--- config.mk ---
export PLATFORM = sky130hd
export DESIGN_NAME = cmd_fetch_flat
export DESIGN_NICKNAME = d
export VERILOG_FILES = /design/src/rtl/fa_pkg.sv /design/src/rtl/cmd_fetch_if.sv /design/src/rtl/cmd_fetch.sv /design/src/flat_wrapper.sv
export SDC_FILE = /design/constraint.sdc
export NUM_CORES = 1
export LEC_CHECK = 0
export CORE_MARGIN = 2
export CORE_UTILIZATION = 50
export CTS_CLUSTER_SIZE = 28
export DETAILED_ROUTE_END_ITERATION = 7
export PLACE_DENSITY = 0.92
export SYNTH_ARGS = -nofsm -noshare
export SYNTH_HDL_FRONTEND = slang
export SYNTH_SLANG_ARGS = --single-unit
--- constraint.sdc ---
create_clock -name clk -period 4.8 [get_ports clk]
set_input_delay 0.48 -clock clk [delete_from_list [all_inputs] [get_ports clk]]
set_output_delay 0.48 -clock clk [all_outputs]
set_load 0.05 [all_outputs]
--- src/rtl/fa_pkg.sv ---
// Shared fetch-path definitions: MIG instruction codes, cmd_fetch FSM encoding
// and cmd_fetch parameter defaults.
package fa_pkg;

  localparam logic [2:0] MIG_INSTR_WR = 3'b000;
  localparam logic [2:0] MIG_INSTR_RD = 3'b001;

  localparam int CMD_FETCH_BURST_LEN_DEF = 32;
  localparam int CMD_FETCH_FIFO_SIZE_DEF = 1023;
  localparam int CMD_FETCH_HEADROOM_DEF  = 20;

  typedef enum logic [2:0] {
    IDLE   = 3'd0,
    CHECK  = 3'd1,
    ISSUE  = 3'd2,
    DRAIN  = 3'd3,
    FINISH = 3'd4
  } cmd_fetch_state_t;

  // Words in the next MIG burst: whatever is left, capped at the burst size.
  function automatic logic [6:0] burst_len_of(input logic [15:0] remaining,
                                              input logic [6:0]  burst_max);
    return (remaining < {9'd0, burst_max}) ? remaining[6:0] : burst_max;
  endfunction

endpackage

--- src/rtl/cmd_fetch_if.sv ---
// MIG command/read port plus the write side of the downstream command FIFO,
// as seen by cmd_fetch (master) and by the MIG/FIFO side (slave).
interface cmd_fetch_if;

  logic        p_cmd_en;
  logic [2:0]  p_cmd_instr;
  logic [5:0]  p_cmd_bl;
  logic [29:0] p_cmd_byte_addr;
  logic        p_cmd_full;

  logic        p_rd_en;
  logic [31:0] p_rd_data;
  logic        p_rd_empty;

  logic [31:0] fifo_din;
  logic        fifo_wr_en;
  logic [9:0]  fifo_wr_count;
  logic        fifo_full;

  modport master (
    output p_cmd_en, p_cmd_instr, p_cmd_bl, p_cmd_byte_addr,
    output p_rd_en, fifo_din, fifo_wr_en,
    input  p_cmd_full, p_rd_data, p_rd_empty, fifo_wr_count, fifo_full
  );

  modport slave (
    input  p_cmd_en, p_cmd_instr, p_cmd_bl, p_cmd_byte_addr,
    input  p_rd_en, fifo_din, fifo_wr_en,
    output p_cmd_full, p_rd_data, p_rd_empty, fifo_wr_count, fifo_full
  );

endinterface

--- src/rtl/cmd_fetch.sv ---
// Fetches cmd_words words from DDR in MIG bursts into the command FIFO (FIFO write 1 cycle after MIG read);
// waits on calibration/FIFO headroom and p_cmd_full. CMD_FETCH_CHECKSUM_EN adds an XOR checksum output.
module cmd_fetch
  import fa_pkg::*;
#(
  parameter int BURST_LEN = CMD_FETCH_BURST_LEN_DEF,
  parameter int FIFO_SIZE = CMD_FETCH_FIFO_SIZE_DEF,
  parameter int HEADROOM  = CMD_FETCH_HEADROOM_DEF
) (
  input  logic               clk,
  input  logic               rst_n,
  input  logic               start,
  input  logic [29:0]        base_addr,
  input  logic [15:0]        cmd_words,
  input  logic               calib_done,
  cmd_fetch_if.master        bus,
  output logic               busy,
  output logic               done,
  output logic               overflow
`ifdef CMD_FETCH_CHECKSUM_EN
  ,
  output logic [31:0]        checksum
`endif
);

  localparam int FILL_LIMIT = FIFO_SIZE - HEADROOM;

  cmd_fetch_state_t r_state;
  logic [29:0]      r_addr;
  logic [15:0]      r_remain;
  logic [6:0]       r_len;
  logic [6:0]       r_cnt;
  logic             r_busy;
  logic             r_done;
  logic             r_overflow;
  logic             r_cmd_en;
  logic [2:0]       r_cmd_instr;
  logic [5:0]       r_cmd_bl;
  logic [29:0]      r_cmd_addr;
  logic [31:0]      r_din;
  logic             r_wr_vld;

  logic [6:0]       w_len;
  logic             w_room;
  logic             w_rd_acc;
  logic             w_last;
  logic             w_wr_acc;

  assign w_len    = burst_len_of(r_remain, 7'(BURST_LEN));
  // The FIFO count lags real occupancy, so the whole burst must fit below the headroom line.
  assign w_room   = (32'(bus.fifo_wr_count) + 32'(w_len)) <= 32'(FILL_LIMIT);
  assign w_rd_acc = (r_state == DRAIN) && !bus.p_rd_empty;
  assign w_last   = w_rd_acc && (r_cnt == r_len - 7'd1);
  assign w_wr_acc = r_wr_vld && !bus.fifo_full;

  assign bus.p_cmd_en        = r_cmd_en;
  assign bus.p_cmd_instr     = r_cmd_instr;
  assign bus.p_cmd_bl        = r_cmd_bl;
  assign bus.p_cmd_byte_addr = r_cmd_addr;
  assign bus.p_rd_en         = w_rd_acc;
  assign bus.fifo_din        = r_din;
  assign bus.fifo_wr_en      = w_wr_acc;

  assign busy     = r_busy;
  assign done     = r_done;
  assign overflow = r_overflow;

  always_ff @(posedge clk or negedge rst_n) begin
    if (!rst_n) begin
      r_state     <= IDLE;
      r_addr      <= '0;
      r_remain    <= '0;
      r_len       <= '0;
      r_cnt       <= '0;
      r_busy      <= 1'b0;
      r_done      <= 1'b0;
      r_overflow  <= 1'b0;
      r_cmd_en    <= 1'b0;
      r_cmd_instr <= '0;
      r_cmd_bl    <= '0;
      r_cmd_addr  <= '0;
      r_din       <= '0;
      r_wr_vld    <= 1'b0;
    end else begin
      r_done   <= 1'b0;
      r_cmd_en <= 1'b0;
      r_wr_vld <= w_rd_acc;
      if (w_rd_acc) begin
        r_din <= bus.p_rd_data;
      end
      // A word arriving while the FIFO is full is lost; flag it until the next start.
      if (r_wr_vld && bus.fifo_full) begin
        r_overflow <= 1'b1;
      end
      case (r_state)
        IDLE: begin
          if (start) begin
            r_addr     <= base_addr;
            r_remain   <= cmd_words;
            r_busy     <= 1'b1;
            r_overflow <= 1'b0;
            r_state    <= (cmd_words == 16'd0) ? FINISH : CHECK;
          end
        end
        CHECK: begin
          if (calib_done && w_room) begin
            r_len   <= w_len;
            r_state <= ISSUE;
          end
        end
        ISSUE: begin
          if (!bus.p_cmd_full) begin
            r_cmd_en    <= 1'b1;
            r_cmd_instr <= MIG_INSTR_RD;
            r_cmd_bl    <= 6'(r_len - 7'd1);
            r_cmd_addr  <= r_addr;
            r_cnt       <= '0;
            r_state     <= DRAIN;
          end
        end
        DRAIN: begin
          if (w_rd_acc) begin
            r_cnt <= r_cnt + 7'd1;
            if (w_last) begin
              r_addr   <= r_addr + {21'd0, r_len, 2'b00};
              r_remain <= r_remain - {9'd0, r_len};
              r_state  <= (r_remain == {9'd0, r_len}) ? FINISH : CHECK;
            end
          end
        end
        FINISH: begin
          r_done  <= 1'b1;
          r_busy  <= 1'b0;
          r_state <= IDLE;
        end
        default: r_state <= IDLE;
      endcase
    end
  end

`ifdef CMD_FETCH_CHECKSUM_EN
  logic [31:0] r_csum;

  always_ff @(posedge clk or negedge rst_n) begin
    if (!rst_n) begin
      r_csum <= '0;
    end else if ((r_state == IDLE) && start) begin
      r_csum <= '0;
    end else if (w_wr_acc) begin
      r_csum <= r_csum ^ r_din;
    end
  end

  assign checksum = r_csum;
`endif

endmodule

--- src/flat_wrapper.sv ---
// flat-port wrapper written by rule: the top's interface ports become plain ports
module cmd_fetch_flat import fa_pkg::*;
#(
  parameter int BURST_LEN = CMD_FETCH_BURST_LEN_DEF,
  parameter int FIFO_SIZE = CMD_FETCH_FIFO_SIZE_DEF,
  parameter int HEADROOM  = CMD_FETCH_HEADROOM_DEF
)
  (clk, rst_n, start, base_addr, cmd_words, calib_done, busy, done, overflow, bus_p_cmd_en, bus_p_cmd_instr, bus_p_cmd_bl, bus_p_cmd_byte_addr, bus_p_rd_en, bus_fifo_din, bus_fifo_wr_en, bus_p_cmd_full, bus_p_rd_data, bus_p_rd_empty, bus_fifo_wr_count, bus_fifo_full);
  cmd_fetch_if bus_i ();
  input  logic clk;
  input  logic rst_n;
  input  logic start;
  input  logic [29:0] base_addr;
  input  logic [15:0] cmd_words;
  input  logic calib_done;
  output logic busy;
  output logic done;
  output logic overflow;
  output wire logic [$bits(bus_i.p_cmd_en)-1:0] bus_p_cmd_en;
  output wire logic [$bits(bus_i.p_cmd_instr)-1:0] bus_p_cmd_instr;
  output wire logic [$bits(bus_i.p_cmd_bl)-1:0] bus_p_cmd_bl;
  output wire logic [$bits(bus_i.p_cmd_byte_addr)-1:0] bus_p_cmd_byte_addr;
  output wire logic [$bits(bus_i.p_rd_en)-1:0] bus_p_rd_en;
  output wire logic [$bits(bus_i.fifo_din)-1:0] bus_fifo_din;
  output wire logic [$bits(bus_i.fifo_wr_en)-1:0] bus_fifo_wr_en;
  input wire logic [$bits(bus_i.p_cmd_full)-1:0] bus_p_cmd_full;
  input wire logic [$bits(bus_i.p_rd_data)-1:0] bus_p_rd_data;
  input wire logic [$bits(bus_i.p_rd_empty)-1:0] bus_p_rd_empty;
  input wire logic [$bits(bus_i.fifo_wr_count)-1:0] bus_fifo_wr_count;
  input wire logic [$bits(bus_i.fifo_full)-1:0] bus_fifo_full;
  assign bus_p_cmd_en = bus_i.p_cmd_en;
  assign bus_p_cmd_instr = bus_i.p_cmd_instr;
  assign bus_p_cmd_bl = bus_i.p_cmd_bl;
  assign bus_p_cmd_byte_addr = bus_i.p_cmd_byte_addr;
  assign bus_p_rd_en = bus_i.p_rd_en;
  assign bus_fifo_din = bus_i.fifo_din;
  assign bus_fifo_wr_en = bus_i.fifo_wr_en;
  assign bus_i.p_cmd_full = bus_p_cmd_full;
  assign bus_i.p_rd_data = bus_p_rd_data;
  assign bus_i.p_rd_empty = bus_p_rd_empty;
  assign bus_i.fifo_wr_count = bus_fifo_wr_count;
  assign bus_i.fifo_full = bus_fifo_full;
  cmd_fetch #(.BURST_LEN(BURST_LEN), .FIFO_SIZE(FIFO_SIZE), .HEADROOM(HEADROOM)) u_core (.clk(clk), .rst_n(rst_n), .start(start), .base_addr(base_addr), .cmd_words(cmd_words), .calib_done(calib_done), .bus(bus_i), .busy(busy), .done(done), .overflow(overflow));
endmodule
=== Word-level counts from Yosys, hierarchy flattened ===
Index checks and enable logic that the tools add are counted.

* Input bits: 95
* Output and inout bits: 77
* Word-level logic and storage cells: 79
* Register bits after elaboration: 137

* Bitwise logic cells: 1
* Multiplexer cells: 28
* Reductions and logical operators: 18
* Add/subtract/negate cells: 5
* Magnitude comparators: 2
* Eq/ne operators: 11

{| class="wikitable"
|+ Operators by type and width
! kind !! number
|-
| 30-bit 2-to-1 mux || 3
|-
| 30-bit case mux with 2 select lines || 1
|-
| 16-bit 2-to-1 mux || 3
|-
| 32-bit by 10-bit <= comparator with 1-bit output (second input constant) || 1
|-
| 16-bit case mux with 2 select lines || 1
|-
| 30-bit by 9-bit adder with 30-bit output || 1
|-
| 3-bit 2-to-1 mux || 7
|-
| 7-bit 2-to-1 mux || 3
|-
| 16-bit by 7-bit equality test with 1-bit output || 1
|-
| 16-bit logical NOT || 1
|-
| 16-bit by 6-bit less-than comparator with 1-bit output (second input constant) || 1
|-
| 16-bit by 7-bit subtractor with 16-bit output || 1
|-
| 7-bit case mux with 2 select lines || 1
|-
| 3-bit case mux with 4 select lines || 1
|-
| 10-bit by 7-bit adder with 11-bit output || 1
|-
| 7-bit by 1-bit adder with 7-bit output (second input constant) || 1
|-
| 7-bit equality test || 1
|-
| 1-bit 2-to-1 mux || 7
|-
| 7-bit by 1-bit subtractor with 7-bit output (second input constant) || 1
|-
| 3-bit by 2-bit equality test with 1-bit output (second input constant) || 2
|-
| 2-bit by 1-bit inequality test with 1-bit output (second input constant) || 3
|-
| 2-bit AND reduction || 3
|-
| 2-bit nonzero test || 3
|-
| 1-bit logical AND || 5
|-
| 10 further kinds || 12
|}

=== Longest topological paths before layout ===
* Depth in word-level cells: 7
* Mapped depth: 16
* Gate-level depth less buffers: 16

=== Worst setup path before layout ===
No wires, ideal clock.

* Kind: reg-to-reg
* Start point: reg u_core.r_remain[10]
* End point: reg u_core.r_len[0]
* Setup time: 0.125 ns
* Arrival time: 3.731 ns
* Path buffers: 0
* Clock period less this slack: 3.856 ns
* Stages on the path, launching flop included: 17
* Slack: 0.944 ns
* Required time: 4.675 ns
* Path through: dfrtp_1 > or4_4 > nor4_2 > nand2_1 > nor3_4 > inv_1 > nor2_1 > ha_1 > inv_1 > fa_1 > nand2b_1 > a21oi_1 > or2b_1 > mux2i_1 > nor4_4 > o22ai_4 > mux2_4

* Word-level cells in the longest chain between the ends: 6

{| class="wikitable"
|+ Ends and longest elaborated chain
! item !! line !! source
|-
| start: declaration || cmd_fetch.sv:30 || <nowiki>logic [15:0] r_remain;</nowiki>
|-
| start signal: assignment || cmd_fetch.sv:99 || <nowiki>r_remain <= cmd_words;</nowiki>
|-
| start signal: assignment || cmd_fetch.sv:126 || <nowiki>r_remain <= r_remain - {9'd0, r_len};</nowiki>
|-
| 16-bit by 6-bit less-than comparator with 1-bit output || fa_pkg.sv:23 || <nowiki>return (remaining < {9'd0, burst_max}) ? remaining[6:0] : burst_max;</nowiki>
|-
| 7-bit 2-to-1 mux || fa_pkg.sv:23 ||
|-
| named net u_core.w_len[5] || cmd_fetch.sv:43 || <nowiki>logic [6:0] w_len;</nowiki>
|-
| 10-bit by 7-bit adder with 11-bit output || cmd_fetch.sv:51 || <nowiki>assign w_room = (32'(bus.fifo_wr_count) + 32'(w_len)) <= 32'(FILL_LIMIT);</nowiki>
|-
| 32-bit by 10-bit <= comparator with 1-bit output || cmd_fetch.sv:51 ||
|-
| 1-bit logical AND || cmd_fetch.sv:106 || <nowiki>if (calib_done && w_room) begin</nowiki>
|-
| 2-bit AND reduction (no source line) || -- ||
|-
| end signal: assignment || cmd_fetch.sv:107 || <nowiki>r_len <= w_len;</nowiki>
|-
| end: declaration || cmd_fetch.sv:31 || <nowiki>logic [6:0] r_len;</nowiki>
|}

The timed path passes the listed nets, and every way through them passes these cells.
A chain may end at the register's enable or synchronous reset.

=== Worst setup path after layout ===
* Start point: reg u_core.r_remain[10]
* End point: reg u_core.r_len[2]

The elaborated chain is that of the path after synthesis.

==> summary.md <==
| Metric | Value |
|---|---|
| Hold Crit Class | primary input to asynchronous set/reset pin |
| Post-synth EDFFs | 0 |
| Yosys top cell area share | about 46% |
| Layout cells sized above 1 | between 10% and 20% |
| Switching power total | 0.977 mW |
| R2r setup slk | 0.46 ns |
| Via/cell ratio | 5.75 |
| Run status | complete, no violations |
| CTS buffer count | 17 |
| Worst EP arrival | 4.64 ns |
| Max-slew violation count | 0 |
| Pre-CTS setup slack | 0.530 ns |
| Clk root buf | clkbuf_16 |
| Top_reg_cell synth | dfrtp_1 |
| Vias | 6,600 |
| Cell taking the most area after synthesis | dfrtp_1 |
| Register Area | 0.00343 sq mm |
| Critical path class | flip-flop to flip-flop |
| Setup bufs post-CTS | 0 |
| Largest net degree at the start of global routing | 106 |
| I/O Pins | 172 |
| Synth Instances | 795 |
| Post-DP HPWL | between 10,000 and 15,000 microns |
| Setup repair after global routing missed its margin | false |
| Core area | 0.0146 sq mm |
| Initial antenna violation count | 0 |
| Clock Tree Buf Depth | 2 |
| Hold Violations, Final | 0 |
| Max Cap Viol | 0 |
| Post-route minimum period | 4.34 ns |
| Final-stage net count | 1,072 |
| First DRT Iteration DRCs | about 690 |
| DRC violations left | 0 |
| IO buf count | between 150 and 200 |
| Max Freq | 230 MHz |
| Max Used Layer | met4 |
| Final wirelength | 19,900 microns |
| Post-Syn Area | 0.00750 sq mm |
| Met2 wire length | 9280 microns |
| Vias in the first global route | 6,622 |
| Clk pwr share | 40.4% |
| Seq/Total Area, Yosys | 45.7% |
| Relative slew slack | 31.9% |
| Logic gate share of total power | a little over a fifth |
| Post-synth ARST share | between 90% and 100% |
| Initial Util | 51.4% |
| H-tree depth | 4 |
| Post-synth cell types | 79 |
| Gr ovfl total | 0 |
| Yosys warns | 0 |
| Final Setup Violations | 0 |
| Crit. End Element | flip-flop |
| Cell Pwr Density | 340 mW/mm^2 |
| Antenna diodes | 0 |
| Util after Layout | between 60% and 70% |
| P_int | 2.38 mW |
| DR WL/cell | roughly 17 microns |
| Area grow syn2layout | 31.9% |
| Row count | 44 |
| Reg power frac | a little under 40% |
| Leak | 4.33 nW |
| Worst-path clk slew | 0.06 ns |
| Worst-path fanout max | 8 |
| CTS sink count | 137 |
| Synthesized area per cell | 9.43 sq um |
| Peak supply drop | approximately 260 uV |
| Final GP Congestion | 0.941 |
| Worst-Skew Late Latency | 0.43 ns |
| Worst EP required | roughly 5.1 ns |
| Reg2Reg Launch Point | u_core.r_remain[10] |
| Worst Skew | 0.0138 ns |
| Multi-input gate area | 0.00378 sq mm |
| Switching Fraction | between 20% and 30% |
| Design Power | 3.36 mW |
| Total Routing Usage GR | 25.5% |
| Worst Setup Start Kind | flip-flop |
| Met3 wire length | approximately 1500 microns |
| Synth top area cells | dfrtp_1, nand2_1, mux2_2, ha_1, a21oi_1 |
| Fill count | 1,149 |
| Die Width | 126 microns |
| First-pass GRT wire length | 32,800 microns |
| First drt pass iteration count | 5 |
| Final WS setup | 0.460 ns |
| Die Y | 126 microns |
| Post-CTS sizing | 0 |
| Die area | roughly 0.016 sq mm |
| Setup TNS | 0 ns |
| CTS Hold Bufs | 0 |
| Crit path from | u_core.r_remain[10] |
| Worst-Margin Slew | about 1 ns |
| TritonCTS clock tree | yes |
| Flops & latches, synth | 137 |
| Antenna-violating nets left | 0 |
| Part of the cycle the worst path needs | 90.4% |
| Wl on met1 | just under 9000 microns |
==> synthesized netlist by cell type (all sizes together) (5+ instances only) <==
library cell,number
nor2b,9
nand4,7
nand2,151
a211oi,9
mux2,37
nand3b,5
ha,23
nor4,14
nand3,15
dfrtp,137
xnor2,12
o32ai,5
nor2,60
a31oi,11
clkbuf,28
inv,28
nor3,19
o21ai,45
a21o,6
a21oi,57
o22ai,10
xor2,10
and3,6
o21a,7
buf,12
and2,8
==> cell usage in the layout (no fill, tap or decap), drive strengths merged, types with 5 or more instances in the layout <==
cell           count
nand3b             5
inv               29
o21a               7
a211oi             9
clkdlybuf4s50    168
o32ai              5
nand4              7
nor2b              9
mux2              37
nand2            151
nor3              19
buf                7
nor4              14
nor2              60
a21oi             57
clkbuf            18
a21o               6
o21ai             45
and2               8
xor2              10
a31oi             11
o22ai             10
ha                23
xnor2             12
and3               6
nand3             15
dfrtp            137
clkinv             6
==> layout make-up <==
cell class / instances / share of cell area [%]
tap: 184 / 2.33
multi-input combinational: 592 / 38.2
inverter: 28 / 1.06
timing repair buffer: 175 / 17.6
clock buffer: 18 / 4.34
sequential: 137 / 34.7
clock inverter: 13 / 1.80
==> cell families after synthesis <==
group | count (synthesis) | share of synthesized area [%]
simple gates | 315 | 20.2
compound gates | 183 | 15.8
flops | 137 | 45.7
buf+inv | 68 | 4.12
mux | 41 | 6.29
fa+ha+maj | 26 | 4.64
xor+xnor | 24 | 3.17
other cells | 1 | 0.0500
==> power groups by stage <==
stage                     Clock [mW]  Sequential [mW]  Combinational, mW
after floorplan                    0             1.53              0.208
after global placement             0             1.31              0.691
after detailed placement           0             1.32              0.705
after CTS                       1.37             1.30              0.708
after global routing            1.42             1.31              0.749
final                           1.36             1.30              0.705
==> worst max-delay path: stages, from the launching register on <==
cell and delay [ns]:
dfrtp_1 0.40, or4_4 0.58, nor4_2 0.21, nand2_1 0.16, nor3_4 0.23, inv_1 0.10, nor2_1 0.15, ha_1 0.25
inv_1 0.08, fa_1 0.43, nand2b_1 0.17, a21oi_1 0.19, or2b_1 0.14, mux2i_1 0.31, nor4_4 0.10, o22ai_4 0.37
mux2_4 0.33
==> state kept, by name, indices dropped and copies added, names as in the netlist, 3 cells and up <==
| signal | count |
|---|---|
| u_core.r_state | 3 |
| u_core.r_addr | 30 |
| u_core.r_remain | 16 |
| u_core.r_cnt | 7 |
| u_core.r_len | 7 |
| u_core.bus.p_cmd_bl | 6 |
| u_core.bus.p_cmd_byte_addr | 30 |
| u_core.bus.fifo_din | 32 |
==> path summary, 6_finish.rpt <==
path | end | depth (start not counted)
hold reg to reg | u_core.bus.p_cmd_instr[0] | 1
setup reg to reg | u_core.r_len[2] | 16
max in group asynchronous | u_core.bus.p_cmd_bl[3] | 2
min in group clk | u_core.bus.p_cmd_instr[0] | 1
hold / removal | u_core.bus.fifo_din[13] | 1
setup / recovery | u_core.r_len[2] | 16
==> per-stage QoR <==
stage | hold WS, ns | instance area [sq um] | cells
3_3_place_gp | 0.448 | 9280 | 1116
5_1_grt | 0.255 | 9890 | 1147
3_5_place_dp | 0.452 | 9280 | 1116
4_1_cts | 0.221 | 9890 | 1147
2_1_floorplan | 0.184 | 7500 | 797
6_report | 0.146 | 9890 | 1147
==> routing by layer <==
layer,vias to the layer above,GRT usage [%]
met2,288,41.9
met4,0,8.08
met3,39,5.95
li1,3119,-
met1,3154,33.7
met5,-,0
Note: power is estimated with default switching activity, not from simulation.
